[src/rtl/cfg_mem_pkg.sv]
// Shared types and helpers for the shadowed tile configuration memory.
// Holds the commit FSM state encoding and the frame-count calculation.
package cfg_mem_pkg;

    typedef enum logic [1:0] {
        IDLE,
        LOADING,
        COMMIT
    } cfgStateT;

    // Number of frames needed to cover cfg_bits configuration bits (ceiling division).
    function automatic int cfg_no_frames(input int cfg_bits, input int frame_bits);
        return (cfg_bits + frame_bits - 1) / frame_bits;
    endfunction

endpackage

[src/rtl/cfg_frame_strobe_edge.sv]
// Registers the level frame strobes and reports rising edges in this cycle.
// The bench of strobes is one-hot by contract; a multi-hot rise is flagged instead of acted on.
module cfg_frame_strobe_edge #(
    parameter int Width = 20
) (
    input  logic             CLK,
    input  logic             resetn,
    input  logic [Width-1:0] FrameStrobe,
    output logic [Width-1:0] edgeHot,
    output logic             edgeValid,
    output logic             edgeMulti
);

    logic [Width-1:0] strobeReg;

    always_ff @(posedge CLK or negedge resetn) begin
        if (!resetn) begin
            strobeReg <= '0;
        end else begin
            strobeReg <= FrameStrobe;
        end
    end

    // Clearing the lowest set bit leaves something behind only when two or more edges rose together.
    assign edgeHot   = FrameStrobe & ~strobeReg;
    assign edgeMulti = |(edgeHot & (edgeHot - Width'(1)));
    assign edgeValid = (|edgeHot) & ~edgeMulti;

endmodule

[src/rtl/config_mem_shadow_param.sv]
// Shadowed tile configuration memory: frames load into a shadow store and are copied
// to the live ConfigBits in a single commit cycle, with completeness tracking and readback.
module config_mem_shadow_param
    import cfg_mem_pkg::*;
#(
    parameter int MaxFramesPerCol = 20,
    parameter int FrameBitsPerRow = 32,
    parameter int NoConfigBits    = 48
) (
    input  logic                               CLK,
    input  logic                               resetn,
    input  logic [FrameBitsPerRow-1:0]         FrameData,
    input  logic [MaxFramesPerCol-1:0]         FrameStrobe,
    input  logic                               Commit,
    input  logic                               ErrClear,
    input  logic [$clog2(MaxFramesPerCol)-1:0] RdFrame,
    output logic [FrameBitsPerRow-1:0]         RdData,
    output logic [NoConfigBits-1:0]            ConfigBits,
    output logic [NoConfigBits-1:0]            ConfigBits_N,
    output logic                               Loaded,
    output logic                               Err
);

    localparam int NoFrames = cfg_no_frames(NoConfigBits, FrameBitsPerRow);

    logic [FrameBitsPerRow-1:0] shadowReg [NoFrames];
    logic [FrameBitsPerRow-1:0] liveReg   [NoFrames];
    logic [FrameBitsPerRow-1:0] keepBits  [NoFrames];
    logic [NoFrames-1:0]        maskReg;
    logic [NoFrames-1:0]        pendHotReg;
    logic [FrameBitsPerRow-1:0] pendDataReg;
    logic [FrameBitsPerRow-1:0] rdDataReg, rdMux;
    logic                       errReg;
    cfgStateT                   stateReg, stateNext;

    logic [MaxFramesPerCol-1:0] edgeHot, inRange, validHot;
    logic                       edgeValid, edgeMulti;
    logic [NoFrames-1:0]        wrHot;
    logic                       anyWrite, commitGo, commitBad, deferWrite;

    cfg_frame_strobe_edge #(.Width(MaxFramesPerCol)) strobeEdge (
        .CLK        (CLK),
        .resetn     (resetn),
        .FrameStrobe(FrameStrobe),
        .edgeHot    (edgeHot),
        .edgeValid  (edgeValid),
        .edgeMulti  (edgeMulti)
    );

    for (genvar gi = 0; gi < MaxFramesPerCol; gi++) begin : gInRange
        assign inRange[gi] = (gi < NoFrames) ? 1'b1 : 1'b0;
    end

    // The last frame only carries its top bits; the remainder is forced to 0 when stored.
    for (genvar gi = 0; gi < NoFrames; gi++) begin : gFrame
        localparam int CutRaw = FrameBitsPerRow * (gi + 1) - NoConfigBits;
        localparam int Cut    = (CutRaw > 0) ? CutRaw : 0;
        assign keepBits[gi] = {FrameBitsPerRow{1'b1}} << Cut;
        for (genvar gj = 0; gj < FrameBitsPerRow; gj++) begin : gBit
            localparam int Idx = NoConfigBits - FrameBitsPerRow * (gi + 1) + gj;
            if (Idx >= 0) begin : gMap
                assign ConfigBits[Idx] = liveReg[gi][gj];
            end
        end
    end

    assign validHot   = edgeHot & inRange & {MaxFramesPerCol{edgeValid}};
    assign wrHot      = validHot[NoFrames-1:0];
    assign anyWrite   = |validHot;
    assign Loaded     = &maskReg;
    assign commitGo   = (stateReg == LOADING) && Commit && Loaded;
    assign commitBad  = (stateReg == LOADING) && Commit && !Loaded;
    // A write arriving with an accepted commit is parked until the copy has taken the old shadow.
    assign deferWrite = commitGo && anyWrite;

    always_comb begin
        stateNext = stateReg;
        unique case (stateReg)
            IDLE:    if (anyWrite) stateNext = LOADING;
            LOADING: if (commitGo) stateNext = COMMIT;
            COMMIT:  stateNext = (anyWrite || (|pendHotReg)) ? LOADING : IDLE;
            default: stateNext = IDLE;
        endcase
    end

    always_comb begin
        rdMux = '0;
        for (int f = 0; f < NoFrames; f++) begin
            if (int'(RdFrame) == f) rdMux = liveReg[f];
        end
    end

    always_ff @(posedge CLK or negedge resetn) begin
        if (!resetn) begin
            stateReg    <= IDLE;
            maskReg     <= '0;
            pendHotReg  <= '0;
            pendDataReg <= '0;
            errReg      <= 1'b0;
            rdDataReg   <= '0;
            for (int f = 0; f < NoFrames; f++) begin
                shadowReg[f] <= '0;
                liveReg[f]   <= '0;
            end
        end else begin
            stateReg    <= stateNext;
            rdDataReg   <= rdMux;
            pendHotReg  <= deferWrite ? wrHot : '0;
            pendDataReg <= FrameData;
            errReg      <= (edgeMulti || commitBad) ? 1'b1 : (ErrClear ? 1'b0 : errReg);
            maskReg     <= ((stateReg == COMMIT) ? '0 : maskReg) | pendHotReg
                           | (deferWrite ? '0 : wrHot);
            for (int f = 0; f < NoFrames; f++) begin
                if (stateReg == COMMIT) liveReg[f] <= shadowReg[f];
                if (wrHot[f] && !deferWrite) shadowReg[f] <= FrameData & keepBits[f];
                else if (pendHotReg[f])      shadowReg[f] <= pendDataReg & keepBits[f];
            end
        end
    end

    assign RdData       = rdDataReg;
    assign Err          = errReg;
    assign ConfigBits_N = ~ConfigBits;

endmodule
[config.mk]
export PLATFORM = sky130hd
export DESIGN_NAME = config_mem_shadow_param
export DESIGN_NICKNAME = d
export VERILOG_FILES = /design/src/rtl/cfg_mem_pkg.sv /design/src/rtl/cfg_frame_strobe_edge.sv /design/src/rtl/config_mem_shadow_param.sv
export SDC_FILE = /design/constraint.sdc
export NUM_CORES = 1
export LEC_CHECK = 0
export ABC_CLOCK_PERIOD_IN_PS = 3400
export CORE_MARGIN = 3
export CORE_UTILIZATION = 45
export DETAILED_ROUTE_END_ITERATION = 6
export PLACE_DENSITY = 0.74
export SYNTH_ARGS = -nofsm -noshare
export SYNTH_HDL_FRONTEND = slang
export SYNTH_SLANG_ARGS = --single-unit
[constraint.sdc]
create_clock -name CLK -period 3.4 [get_ports CLK]
set_input_delay 0.68 -clock CLK [delete_from_list [all_inputs] [get_ports CLK]]
set_output_delay 0.68 -clock CLK [all_outputs]
set_load 0.1 [all_outputs]
==> results.cfg, run 1 <==
[status]
outcome = finished clean

[final_layout]
area_growth_pct = 33.8
final_area_um2 = 9960
stdcell_count = 1015
nNetsFinal = 848
layout-drive-gt1-share = 0.287
fin_util = 0.620

[logic_synthesis]
synth_fp_nets = 652
synth_top_family_by_area = multiplexers
synth_compound_area_frac = 0.0503
postSynthCellCount = 591
netlist_area_um2 = 7440
synth-xor-area-share = 0
synth-adder-area-share = 0.00269
ys_ff_latch = 187
yosysWarningCount = 0
synth_top_area_frac = 0.629
yosysTopAreaCell = dfrtp_1
yosys-mux-area-fraction = 0.171
synthSimpleGateAreaFrac = 0.101
yosysUniqueCellTypes = 41
ys_top_cells_by_area = dfrtp_1, mux2_2, o21ai_0
postSynthAreaPerCell_um2 = 12.6
synth_seq_area_share = 0.629

[cts]
h-tree-depth = 4
clk_latency_ns = 0.43
hold_buffers = 0
path_clk_slew_ns = 0.06
cts_tree = built
cts_sinks = 187
cts_setup_buffers = 0
cts_buffers = 17
clock_path_buffers = 2
cts_root_buf = clkbuf_16
cts.repair.resized = 0

[drt]
drtPass1Iterations = 5
wl_per_cell_um = 16.9
vias_per_cell = 4.93
via_count = 5009
drt_iter0_markers = 195
post-route-drc-count = 0
wl_um = 17200
postRouteAntennaNets = 0

[power_and_ir_drop]
ir_worst_vdd_v = 0.000360
power_density_nw_per_um2 = 488
total_power_mw = 4.86
leakage_nw = 4.61

[global_route]
grt_most_used_layer = met2
met3_usage = 0.0417
grt_max_degree = 85
grt_remaining_overflow = 0
grt_use_total = 0.194
grtUsageMet2 = 0.342
grt_pass1_wl_um = 27500
antenna_found_initial = 1
grt_pass1_vias = 5287
met1_usage = 0.238

[timing]
worstMarginPinSlew_ns = 1.13
drv_slew = 0
finalWorstSetupSlack_ns = 0.258
fin_hold_ws_ns = 0.308
setup_viol = 0
clock_skew_ns = 0.0183
period_share = 0.924
fin_tns_setup_ns = 0
maxSlewHeadroom = 0.250
rsz0062_at_grt = false
fmax_mhz = 318
period_minus_slack_ns = 3.14
finalHoldViolCount = 0

[place]
place_inst = 984
placed_area_um2 = 9400
hpwl_um = 12400
portBuffers = 190
place_congestion = 0.855
place_ws_ns = -0.125

[hold_path]
hold_class = in -> async

[setup_path]
end_kind = register
cp_max_fo = 33
worst_setup_path_start_kind = input port
rr_worst_depth = 8
worstPathRequired_ns = 3.70
path_class = in -> reg
worstPathArrival_ns = 3.44

[floorplanning]
initial_core_util = 0.463
die_y_um = 135
rows = 46
die_x_um = 135
dieArea_um2 = 18100
ios = 191
core_area_um2 = 16100

[flow_run]
drv_cap = 0
==> area by class of cell <==
type | count | area (um2)
diodes | 1 | 2.50
clock buffers | 24 | 492
clock inverters | 6 | 63.8
fillers | 1213 | 6100
inverters | 51 | 191
multi-input cells | 325 | 2430
flip-flops and latches | 187 | 4680
well taps | 216 | 270
repair buffers | 205 | 1830
==> worst max-delay path: stages <==
cell,delay [ns]
clkdlybuf4s50_1,0.43
nor2b_4,0.14
or3_4,0.41
nor4_1,0.31
o21ai_0,0.15
a211o_1,0.32
nor4_4,0.34
buf_12,0.27
mux2_2,0.36
==> sequential cells by signal, indices dropped and copies added, names as in the netlist <==
register and cells:
pendDataReg 32, shadowReg 48, RdData 32, stateReg 2, Err 1, ConfigBits 48
maskReg 2, pendHotReg 2, strobeEdge.strobeReg 20
==> worst paths after layout <==
kind	start	to	slack [ns]
worst max-delay path	FrameStrobe[1]	shadowReg[39]$_DFFE_PN0P_	0.26
worst min-delay path	resetn	ConfigBits[31]$_DFFE_PN0P_	0.31
worst max register to register	strobeEdge.strobeReg[1]$_DFF_PN0_	shadowReg[39]$_DFFE_PN0P_	0.64
worst min register to register	shadowReg[32]$_DFFE_PN0P_	ConfigBits[16]$_DFFE_PN0P_	0.47
max in group asynchronous	resetn	ConfigBits[38]$_DFFE_PN0P_	2.25
min in group CLK	shadowReg[32]$_DFFE_PN0P_	ConfigBits[16]$_DFFE_PN0P_	0.47
==> cell usage after synthesis <==
master and count:
nor3_4 1, nor4_4 2, nor2b_4 1, maj3_1 2
a221o_1 1, a21boi_1 1, clkbuf_1 18, a211o_1 2
a32o_1 1, buf_6 6, a311oi_1 1, inv_1 51
a21oi_1 4, mux2_1 18, o221ai_1 1, or3_1 1
or3_4 1, a211o_2 1, nor2_1 24, nand4_1 3
and2_1 1, a2111oi_0 1, dfrtp_1 187, and3_1 2
o21ai_0 49, or4_1 1, buf_1 4, mux2_2 69
nand2b_1 9, nor3_1 20, or2b_2 9, o21ai_1 1
a211oi_1 1, mux2_4 9, o22ai_1 1, nor4_1 1
mux2i_1 16, nand3_1 8, nor2b_1 6, nand2_1 55
a32oi_1 1
==> power by group <==
part | leakage [nW] | internal (mW) | switching [mW]
sequential | 2.47 | 2.36 | 0.0721
clock | 0.268 | 1.08 | 0.763
combinational | 1.88 | 0.263 | 0.326
total | 4.61 | 3.70 | 1.16
==> cells in the final DEF (no fill, tap or decap), types with 5 or more instances in the layout <==
cell	synthesis	layout
buf_4	0	102
clkbuf_16	0	17
clkdlybuf4s50_1	0	97
dfrtp_1	187	187
inv_1	51	51
mux2_1	18	18
mux2_2	69	69
mux2_4	9	9
mux2i_1	16	16
nand2_1	55	55
nand2b_1	9	9
nand3_1	8	8
nor2_1	24	24
nor2b_1	6	5
nor3_1	20	20
o21ai_0	49	49
or2b_2	9	9
==> kinds of logic (layout without fill, tap and decap cells) <==
group	count (synthesis)	count (layout)
adder cells (fa/ha/maj)	2	2
AND/OR/NAND/NOR	145	145
other	0	1
multiplexers	112	112
flip-flops	187	187
buffers and inverters	79	286
AO/OA/AOI/OAI	66	66
==> routing by layer <==
metal,up-vias,part of all wire
li1,2371,-
met1,2475,0.41
met2,143,0.52
met3,18,0.052
met4,2,0.016
met5,-,0.00076
Note: power is estimated with default switching activity, not from simulation.
==> run 2, diff against run 1 <==
- PLACE_DENSITY: 0.74 -> unset
- PLACE_DENSITY_LB_ADDON: unset -> 0.12
==> results.cfg, run 2 (synthesis gave the netlist of run 1 again) <==
[global_route]
grt_remaining_overflow = 0
grt_use_total = 0.191
grt_pass1_wl_um = 27400
antenna_found_initial = 0
grt_pass1_vias = 5320
grt_max_degree = 99

[drt]
wl_um = 16500
via_count = 5038
wl_per_cell_um = 16.3
vias_per_cell = 4.97
drtPass1Iterations = 4
post-route-drc-count = 0
postRouteAntennaNets = 0
drt_iter0_markers = 262

[timing]
clock_skew_ns = 0.00914
worstMarginPinSlew_ns = 0.984
fin_hold_ws_ns = 0.330
rsz0062_at_grt = false
period_share = 0.915
fmax_mhz = 321
finalHoldViolCount = 0
maxSlewHeadroom = 0.342
drv_slew = 0
setup_viol = 0
period_minus_slack_ns = 3.11

[cts]
cts.repair.resized = 0
path_clk_slew_ns = 0.06
h-tree-depth = 4
cts_root_buf = clkbuf_16
cts_tree = built
cts_sinks = 187
hold_buffers = 0
cts_setup_buffers = 0
clk_latency_ns = 0.43
cts_buffers = 17
clock_path_buffers = 2

[place]
portBuffers = 190
place_congestion = 0.886
hpwl_um = 11400
placed_area_um2 = 9410
place_inst = 982

[setup_path]
end_kind = register
slowest_delay_ns = 0.44
worst_setup_path_start_kind = input port
critical_path_buf_inv_count = 2
worstPathArrival_ns = 3.42
cp_top_family = simple AND/OR/NAND/NOR gates
worstPathRequired_ns = 3.71
path_class = in -> reg
cp_slowest_cell = clkdlybuf4s50_1
cp_max_fo = 33
crit_chain = clkdlybuf4s50_1, nor2b_4, or3_4, nor4_1, o21ai_0, a211o_1, nor4_4, buf_12, mux2_2

[floorplanning]
ios = 191
dieArea_um2 = 18100
die_y_um = 135
die_x_um = 135
initial_core_util = 0.463
rows = 46
core_area_um2 = 16100

[final_layout]
diodes = 0
final_area_um2 = 9970
fin_util = 0.621
layout_commonest_cell = dfrtp_1
nNetsFinal = 846
area_growth_pct = 34.1
layout-drive-gt1-share = 0.271
fillers = 1249
final_cell_mix = dfrtp_1, clkdlybuf4s50_1, buf_4
stdcell_count = 1014

[power_and_ir_drop]
power_density_nw_per_um2 = 491
ir_worst_vdd_v = 0.000360
total_power_mw = 4.89
leakage_nw = 4.57

[hold_path]
hold_class = in -> async

[status]
outcome = finished clean

[flow_run]
drv_cap = 0
-- run 2: changes by cell type in the layout (fill, tap and decap cells not counted), sizes merged --
cell           change
clkdlybuf4s50     +13
buf               -15
inv                +1
diode              -1
clkinv             +1
-- run 2: metal layers --
metal	vias to the layer above	share of wire	GRT usage
li1	2368	-	-
met1	2514	0.43	0.245
met2	132	0.50	0.322
met3	24	0.044	0.0436
met4	0	0.017	0.0645
met5	-	0	0
-- run 2: path summary, 6_finish.rpt --
check	slack [ns]	cells past startpoint	to	start
max	0.29	9	shadowReg[56]$_DFFE_PN0P_	FrameStrobe[1]
min in group CLK	0.48	2	ConfigBits[29]$_DFFE_PN0P_	shadowReg[45]$_DFFE_PN0P_
min reg2reg	0.48	2	ConfigBits[29]$_DFFE_PN0P_	shadowReg[45]$_DFFE_PN0P_
max reg2reg	0.69	8	shadowReg[56]$_DFFE_PN0P_	strobeEdge.strobeReg[1]$_DFF_PN0_
max in group asynchronous	2.13	2	shadowReg[25]$_DFFE_PN0P_	resetn
min	0.33	1	ConfigBits[20]$_DFFE_PN0P_	resetn
-- run 2: cell type report --
| type | count | area, um2 | area share |
|---|---|---|---|
| repair buffers | 203 | 1840 | 0.184 |
| clock buffers | 24 | 482 | 0.0483 |
| clock inverters | 8 | 85.1 | 0.00853 |
| flip-flops and latches | 187 | 4680 | 0.469 |
| inverters | 51 | 191 | 0.0192 |
| well taps | 216 | 270 | 0.0271 |
| multi-input cells | 325 | 2430 | 0.243 |
-- run 2: worst register-to-register path, cell delays in order (launching register included) --
cell	delay, ns
dfrtp_1	0.38
nor2b_4	0.05
or3_4	0.41
nor4_1	0.29
o21ai_0	0.15
a211o_1	0.32
nor4_4	0.33
buf_12	0.27
mux2_2	0.38
-- run 2: power breakdown --
part,internal [mW],switching (mW),total (mW),leakage (nW)
logic,0.262,0.326,0.587,1.84
registers,2.36,0.0672,2.42,2.47
clock network,1.07,0.810,1.88,0.271
-- run 2: metrics by stage --
step	setup WS (ns)	TNS, ns
after global routing	0.193	0
after detailed placement	-0.136	-5.50
after floorplan	0.393	0
after CTS	0.308	0
after global placement	-0.0576	-1.61
final	0.288	0
